### src/rtl/dmem_arbiter.sv
// dmem_arbiter: round-robin two-port arbiter for the data memory bus with bus lock and lock timeout
module dmem_arbiter #(
  parameter int LOCK_TIMEOUT = 16,
  parameter int TW = 5
) (
  input  logic        clk,
  input  logic        rst,
  input  logic        m0_req,
  input  logic        m0_we,
  input  logic        m0_lock,
  input  logic [31:0] m0_addr,
  input  logic [31:0] m0_wdata,
  output logic        m0_gnt,
  output logic        m0_rvalid,
  output logic [31:0] m0_rdata,
  input  logic        m1_req,
  input  logic        m1_we,
  input  logic        m1_lock,
  input  logic [31:0] m1_addr,
  input  logic [31:0] m1_wdata,
  output logic        m1_gnt,
  output logic        m1_rvalid,
  output logic [31:0] m1_rdata,
  output logic        mem_read,
  output logic        mem_write,
  output logic [31:0] mem_addr,
  output logic [31:0] mem_wdata,
  input  logic [31:0] mem_rdata,
  output logic        locked,
  output logic        lock_owner
);
  typedef enum logic [1:0] {IDLE, ACCESS, RESP} state_t;
  state_t state, state_n;
  logic last_winner, cur, c_we;
  logic [31:0] c_addr, c_wdata;
  logic [TW-1:0] cnt;
  logic e0, e1, any, win, owner_req, tick;
  always_comb begin
    e0 = m0_req & (~locked | ~lock_owner);
    e1 = m1_req & (~locked | lock_owner);
    any = e0 | e1;
    win = (e0 & e1) ? ~last_winner : e1;
    owner_req = lock_owner ? m1_req : m0_req;
    tick = cnt == TW'(LOCK_TIMEOUT - 1);
    state_n = state == IDLE ? (any ? ACCESS : IDLE) : state == ACCESS ? RESP : IDLE;
    m0_gnt = state == ACCESS && !cur;
    m1_gnt = state == ACCESS && cur;
    m0_rvalid = state == RESP && !cur;
    m1_rvalid = state == RESP && cur;
    mem_read = state == ACCESS && !c_we;
    mem_write = state == ACCESS && c_we;
    mem_addr = state == ACCESS ? c_addr : '0;
    mem_wdata = state == ACCESS ? c_wdata : '0;
  end
  always_ff @(posedge clk) begin
    if (rst) begin
      state <= IDLE;
      last_winner <= 1'b1;
      cur <= 1'b0;
      c_we <= 1'b0;
      c_addr <= '0;
      c_wdata <= '0;
      locked <= 1'b0;
      lock_owner <= 1'b0;
      cnt <= '0;
      m0_rdata <= '0;
      m1_rdata <= '0;
    end else begin
      state <= state_n;
      if (state == IDLE && any) begin
        cur <= win;
        last_winner <= win;
        c_we <= win ? m1_we : m0_we;
        c_addr <= win ? m1_addr : m0_addr;
        c_wdata <= win ? m1_wdata : m0_wdata;
        locked <= win ? m1_lock : m0_lock;
        lock_owner <= win;
        cnt <= '0;
      end else if (state == IDLE && locked && !owner_req) begin
        // idle owner: count toward forced release
        locked <= ~tick;
        cnt <= tick ? '0 : cnt + 1'b1;
      end
      if (state == ACCESS && !cur) m0_rdata <= c_we ? '0 : mem_rdata;
      if (state == ACCESS && cur) m1_rdata <= c_we ? '0 : mem_rdata;
    end
  end
endmodule

### config.mk
export PLATFORM = sky130hd
export DESIGN_NAME = dmem_arbiter
export DESIGN_NICKNAME = d
export VERILOG_FILES = /design/src/rtl/dmem_arbiter.sv
export SDC_FILE = /design/constraint.sdc
export NUM_CORES = 1
export LEC_CHECK = 0
export CAP_MARGIN = 40
export CORE_ASPECT_RATIO = 1.75
export CORE_UTILIZATION = 31
export DETAILED_ROUTE_END_ITERATION = 7
export SETUP_SLACK_MARGIN = 0.4
export SLEW_MARGIN = 10
export SYNTH_ARGS = -nofsm -noshare
export SYNTH_HDL_FRONTEND = slang
export SYNTH_SLANG_ARGS = --single-unit
export TNS_END_PERCENT = 1
### constraint.sdc
create_clock -name clk -period 2.3 [get_ports clk]
set_clock_uncertainty 0.2 [all_clocks]
set_input_delay 0.46 -clock clk [delete_from_list [all_inputs] [get_ports clk]]
set_output_delay 0.46 -clock clk [all_outputs]
set_load 0.005 [all_outputs]
==> After elaboration in Yosys (flattened, before gate mapping) <==
Cells that the tools add are included.
{ "classes": {"add_sub_neg": 1, "mul": 0, "n_div": 0, "order_cmp": 0, "eq_ne": 3, "shifts": 0, "mux": 15, "bitwise": 10, "reduce_logical": 15} }
{ "ops": {"columns": ["cell", "count"], "rows": [
  ["32-bit 2-to-1 mux", 5],
  ["1-bit logical AND", 9],
  ["1-bit 2-to-1 mux", 7],
  ["5-bit by 1-bit adder with 5-bit output, second input constant", 1],
  ["5-bit by 4-bit equality test with 1-bit output, second input constant", 1],
  ["5-bit 2-to-1 mux", 1],
  ["2-bit 2-to-1 mux", 2],
  ["1-bit inverter", 4],
  ["1-bit bitwise AND", 3],
  ["1-bit zero test", 3],
  ["1-bit bitwise OR", 3],
  ["2-bit by 1-bit equality test with 1-bit output, second input constant", 1],
  ["2-bit equality test, second input constant", 1],
  ["2-bit zero test", 1],
  ["2-bit nonzero test", 1],
  ["2-bit OR reduction", 1]
]} }
{ "word_totals": {"reg_bits": 139, "latch_bits": 0, "mem_bits_rw": 0, "romBits": 0, "out_inout_bits": 136, "n_memories": 0} }

==> Logic depth before layout (Yosys ltp) <==
{ "logic_depth": {"word_depth": 7, "depth_mapped": 8, "mapped_depth_nobuf": 5} }

==> Worst setup path after synthesis <==
OpenSTA, ideal clock, no wires.
{ "synth_timing": {"kind": "register to register", "start": "reg lock_owner", "end": "reg c_addr[22]", "t_arrival_ns": 1.774, "t_required_ns": 1.967, "path_slack_ns": 0.193, "path_stages_with_launch": 6, "n_path_buf": 2, "path_cell_list": "dfxtp_1 > mux2i_1 > a2111oi_4 > buf_6 > buf_2 > a311oi_1"} }
{ "synth_between": {"elab_chain_len": 6} }
{ "synth_lines": {"columns": ["item", "line_no", "text"], "rows": [
  ["start: declaration", "30", "output logic lock_owner"],
  ["start signal: assignment", "77", "lock_owner <= win;"],
  ["1-bit inverter", "39", "e0 = m0_req & (~locked | ~lock_owner);"],
  ["1-bit bitwise OR", "39", null],
  ["1-bit bitwise AND", "39", null],
  ["1-bit bitwise AND", "42", "win = (e0 & e1) ? ~last_winner : e1;"],
  ["1-bit 2-to-1 mux", "42", null],
  ["32-bit 2-to-1 mux", "74", "c_addr <= win ? m1_addr : m0_addr;"],
  ["end signal: assignment", "74", null],
  ["end: declaration", "35", "logic [31:0] c_addr, c_wdata;"]
]} }
Several ways; a longest one is shown, not always the timed one.
A chain may end at the register's enable or synchronous reset.

==> Worst setup path after layout <==
{ "layout_timing": {"start": "reg state[0]", "end": "out mem_wdata[5]"} }
{ "layout_between": {"elab_chain_len": 2} }
{ "layout_lines": {"columns": ["item", "line_no", "text"], "rows": [
  ["start: declaration", "33", "state_t state, state_n;"],
  ["start signal: assignment", "69", "state <= state_n;"],
  ["2-bit by 1-bit equality test with 1-bit output", "53", "mem_wdata = state == ACCESS ? c_wdata : '0;"],
  ["32-bit 2-to-1 mux", "53", null],
  ["end: declaration", "27", "output logic [31:0] mem_wdata,"]
]} }
Every way passes these cells.

==> results.toml <==
[synthesis]
synth-compound-area-share_pct = 16.08
ys.warnings.count = 0
yosys.area_share.simple_pct = 32.16
synth_most_common_cell = "nand2_1"
synthTopCellsByCount = "nand2_1, dfxtp_1, nor2_1"
synth_top_area_share_pct = 45.39
yosys.cell_types.count = 35
synth.top_cells.by_area = "dfxtp_1, nand2_1, a311oi_1"
syn-mean-instance-area_um2 = 7.625
yosysTopAreaCell = "dfxtp_1"
synthAdderAreaFrac_pct = 0.2041
synth_edf_count = 0
synth_mux_area_share_pct = 0.6531
synth_top_family_by_area = "simple AND/OR/NAND/NOR gates"
synth_nets = 973
syn_inst = 804
ys.flop_type = "dfxtp_1"
ys_ff_latch = 139
async_reset_ff_share_pct = 0
seq_area_frac_synth_pct = 45.39
synth_area_um2 = 6131
synth_xor_area_share_pct = 0.1429

[clock_tree]
cts_made_buffers = 17
root_buffer = "clkbuf_16"
clk_latency_ns = 0.41
clock-sinks = 139
cts_tree = "done"
ctsHoldBuffers = 0
htreeDepth = 4
clkTransAtPathRegs_ns = 0.06
clock_path_buffers = 2

[setup_path]
crit_arrival_ns = 1.61
cp-start-kind = "flip-flop"
critical_path_cell_count = 7
path_cells = "nor2b_4 -> buf_12 -> buf_12 -> buf_16 -> buf_8 -> and2_1 -> buf_2"
r2r-end = "c_wdata[0]"
rr_worst_depth = 6
path_delay_family = "buffers and inverters"
cp_slowest_cell = "dfxtp_2"
endpoint = "mem_wdata[5]"
worstSetupPathType = "flip-flop to primary output"
cpMostUsedCell = "buf_12"
cp-end-kind = "primary output"
crit_buf_inv = 5
slowest_delay_ns = 0.32
crit_start = "state[0]"
worstReg2RegStart = "lock_owner"
cp_max_fo = 7
required_ns = 1.64
r2r_setup_slack_ns = 0.26

[cells_and_area]
layout.nets = 1280
area_growth_syn_to_layout_pct = 86.96
seq_area_um2 = 2799
fin_cells = 1366
fill_cells = 1753
drive_gt1_share_pct = 28.41
multi_input_area_um2 = 3771

[die]
num_rows = 67
die-height_um = 188.0
die_x_um = 108.3
ioPinCount = 304
initial_utilization_pct = 31.80
die_area_um2 = 20370
coreArea_um2 = 19280

[power_and_ir_drop]
comb_power_share_pct = 29.1
p_per_area_nw_per_um2 = 692.6
p_sw_mw = 2.384
vdd_drop_max_uv = 429.9
p_int_mw = 5.555
pwr-share-seq_pct = 36.2
pwr-share-clk_pct = 34.7
p_leak_nw = 5.542
switching_share_pct = 30.03

[timing]
rsz0062_at_grt = "yes"
max_freq_ghz = 0.4398
period_share_pct = 98.85
report.final.hold_viol_count = 0
worst_pin_slew_ns = 0.5304
slew_headroom_pct = 64.64
fin_ws_ns = 0.02647
whs_ns = 0.2501
min_period_ns = 2.274
drv_slew = 0
setup_viol = 0

[place]
preCtsSetupSlack_ns = -0.3021
post-dp-hpwl_mm = 15.65
dp_cells = 1313
finalWeightedCongestion = 0.7883
portBuffers = 303

[drt]
vias = 6654
ant_nets = 0
drc_errors = 0
drt-vias-per-instance = 4.871
drt-total-wl_mm = 23.19
drtPass1Iterations = 4
drt_iter0_drc = 286
wl_per_cell_um = 16.97

[run_status]
status = "finished, final reports clean"

[global_route]
grt_max_degree = 50
antenna_found_initial = 2
grt_pass1_vias = 6381
grt_overflow = 0
grt_pass1_wl_mm = 34.64
grt.total_usage_pct = 22.44

[flow_run]
max-cap-violations = 0

[hold_path]
hp-class = "flip-flop to flip-flop"
[worst reg2reg max path, stage by stage (launching register included)]
cell,delay [ns]
dfxtp_4,0.39
mux2i_4,0.21
a2111oi_4,0.39
buf_4,0.23
buf_16,0.23
nor2_4,0.08
a311oi_1,0.23
[power by group through the flow]
stage	clock [mW]	combinational [mW]	sequential (mW)
floorplan	0	0.900	2.81
global placement	0	1.77	2.83
detailed placement	0	1.79	2.84
CTS	2.84	1.86	2.78
global route	2.93	2.50	2.90
finish	2.76	2.31	2.87
[placed cells by master (no fill, tap or decap), types with 14 or more instances in the layout]
cell type / instances
clkdlybuf4s50_1: 164
a311oi_2: 30
nor2_4: 46
dfxtp_1: 130
nand2_1: 258
a311oi_1: 35
dlymetal6s2s_1: 68
buf_6: 72
a21oi_1: 64
nor2b_1: 32
buf_4: 18
clkbuf_16: 18
nor2_1: 14
and2_4: 57
[metrics by stage]
stage                     TNS, ns  cell area (um2)  total power, mW  util [%]
after detailed placement   -15.01             9593            4.621     49.75
after global routing      -0.2903            11460            8.329     59.45
final                           0            11460            7.939     59.45
after floorplan                 0             6182            3.709         -
after global placement     -10.55             9593            4.603     49.75
after CTS                       0            10280            7.483     53.33
[cells by family (layout without fill, tap and decap cells)]
kind of cell,count (synthesis),in the layout
xor gates and xnor gates,1,1
muxes,4,4
other,0,2
and+or+nand+nor,448,448
adders and majority gates,1,1
DFF,139,139
AOI/OAI and AO/OA,139,139
buffers and inverters,72,391
[registers in the layout (all words and copies together), names as in the netlist]
register,cells
c_addr,32
lock_owner,1
last_winner,1
state,2
c_we,1
cnt,5
locked,1
m0_rdata,32
m1_rdata,32
c_wdata,32
[layer usage]
layer	track usage, %	routed length, um
met2	41.65	13000
met5	0	0
met3	4.032	988
met1	23.61	8230
met4	10.97	966
[layout make-up]
type	count	share of cell area, %
antenna	2	0.04366
clock buffer	19	3.864
clock inverter	12	1.223
inverter	3	0.09824
multi-input combinational	593	32.90
sequential	139	24.42
tap	241	2.631
timing repair buffer	357	34.82
[how the worst min path moves through the flow]
stage / start / to / slack (ns) / depth (start not counted)
finish: m1_rdata[30] / m1_rdata[30] / 0.25 / 2
global route: m0_rdata[10] / m0_rdata[10] / 0.27 / 2
CTS: m1_rdata[30] / m1_rdata[30] / 0.25 / 2
detailed placement: m0_rdata[1] / m0_rdata[1] / 0.25 / 2
global placement: m0_rdata[18] / m0_rdata[18] / 0.24 / 2
floorplan: cnt[4] / cnt[4] / 0.23 / 2
[repair_timing]
item	in CTS	in global routing
pin swaps	7	153
hold endpoints to repair	0	0
gates resized for setup	199	436
buffers inserted	16	1
setup endpoints to repair	208	273
cloned	2	1
Power figures use the tool's default switching activity.
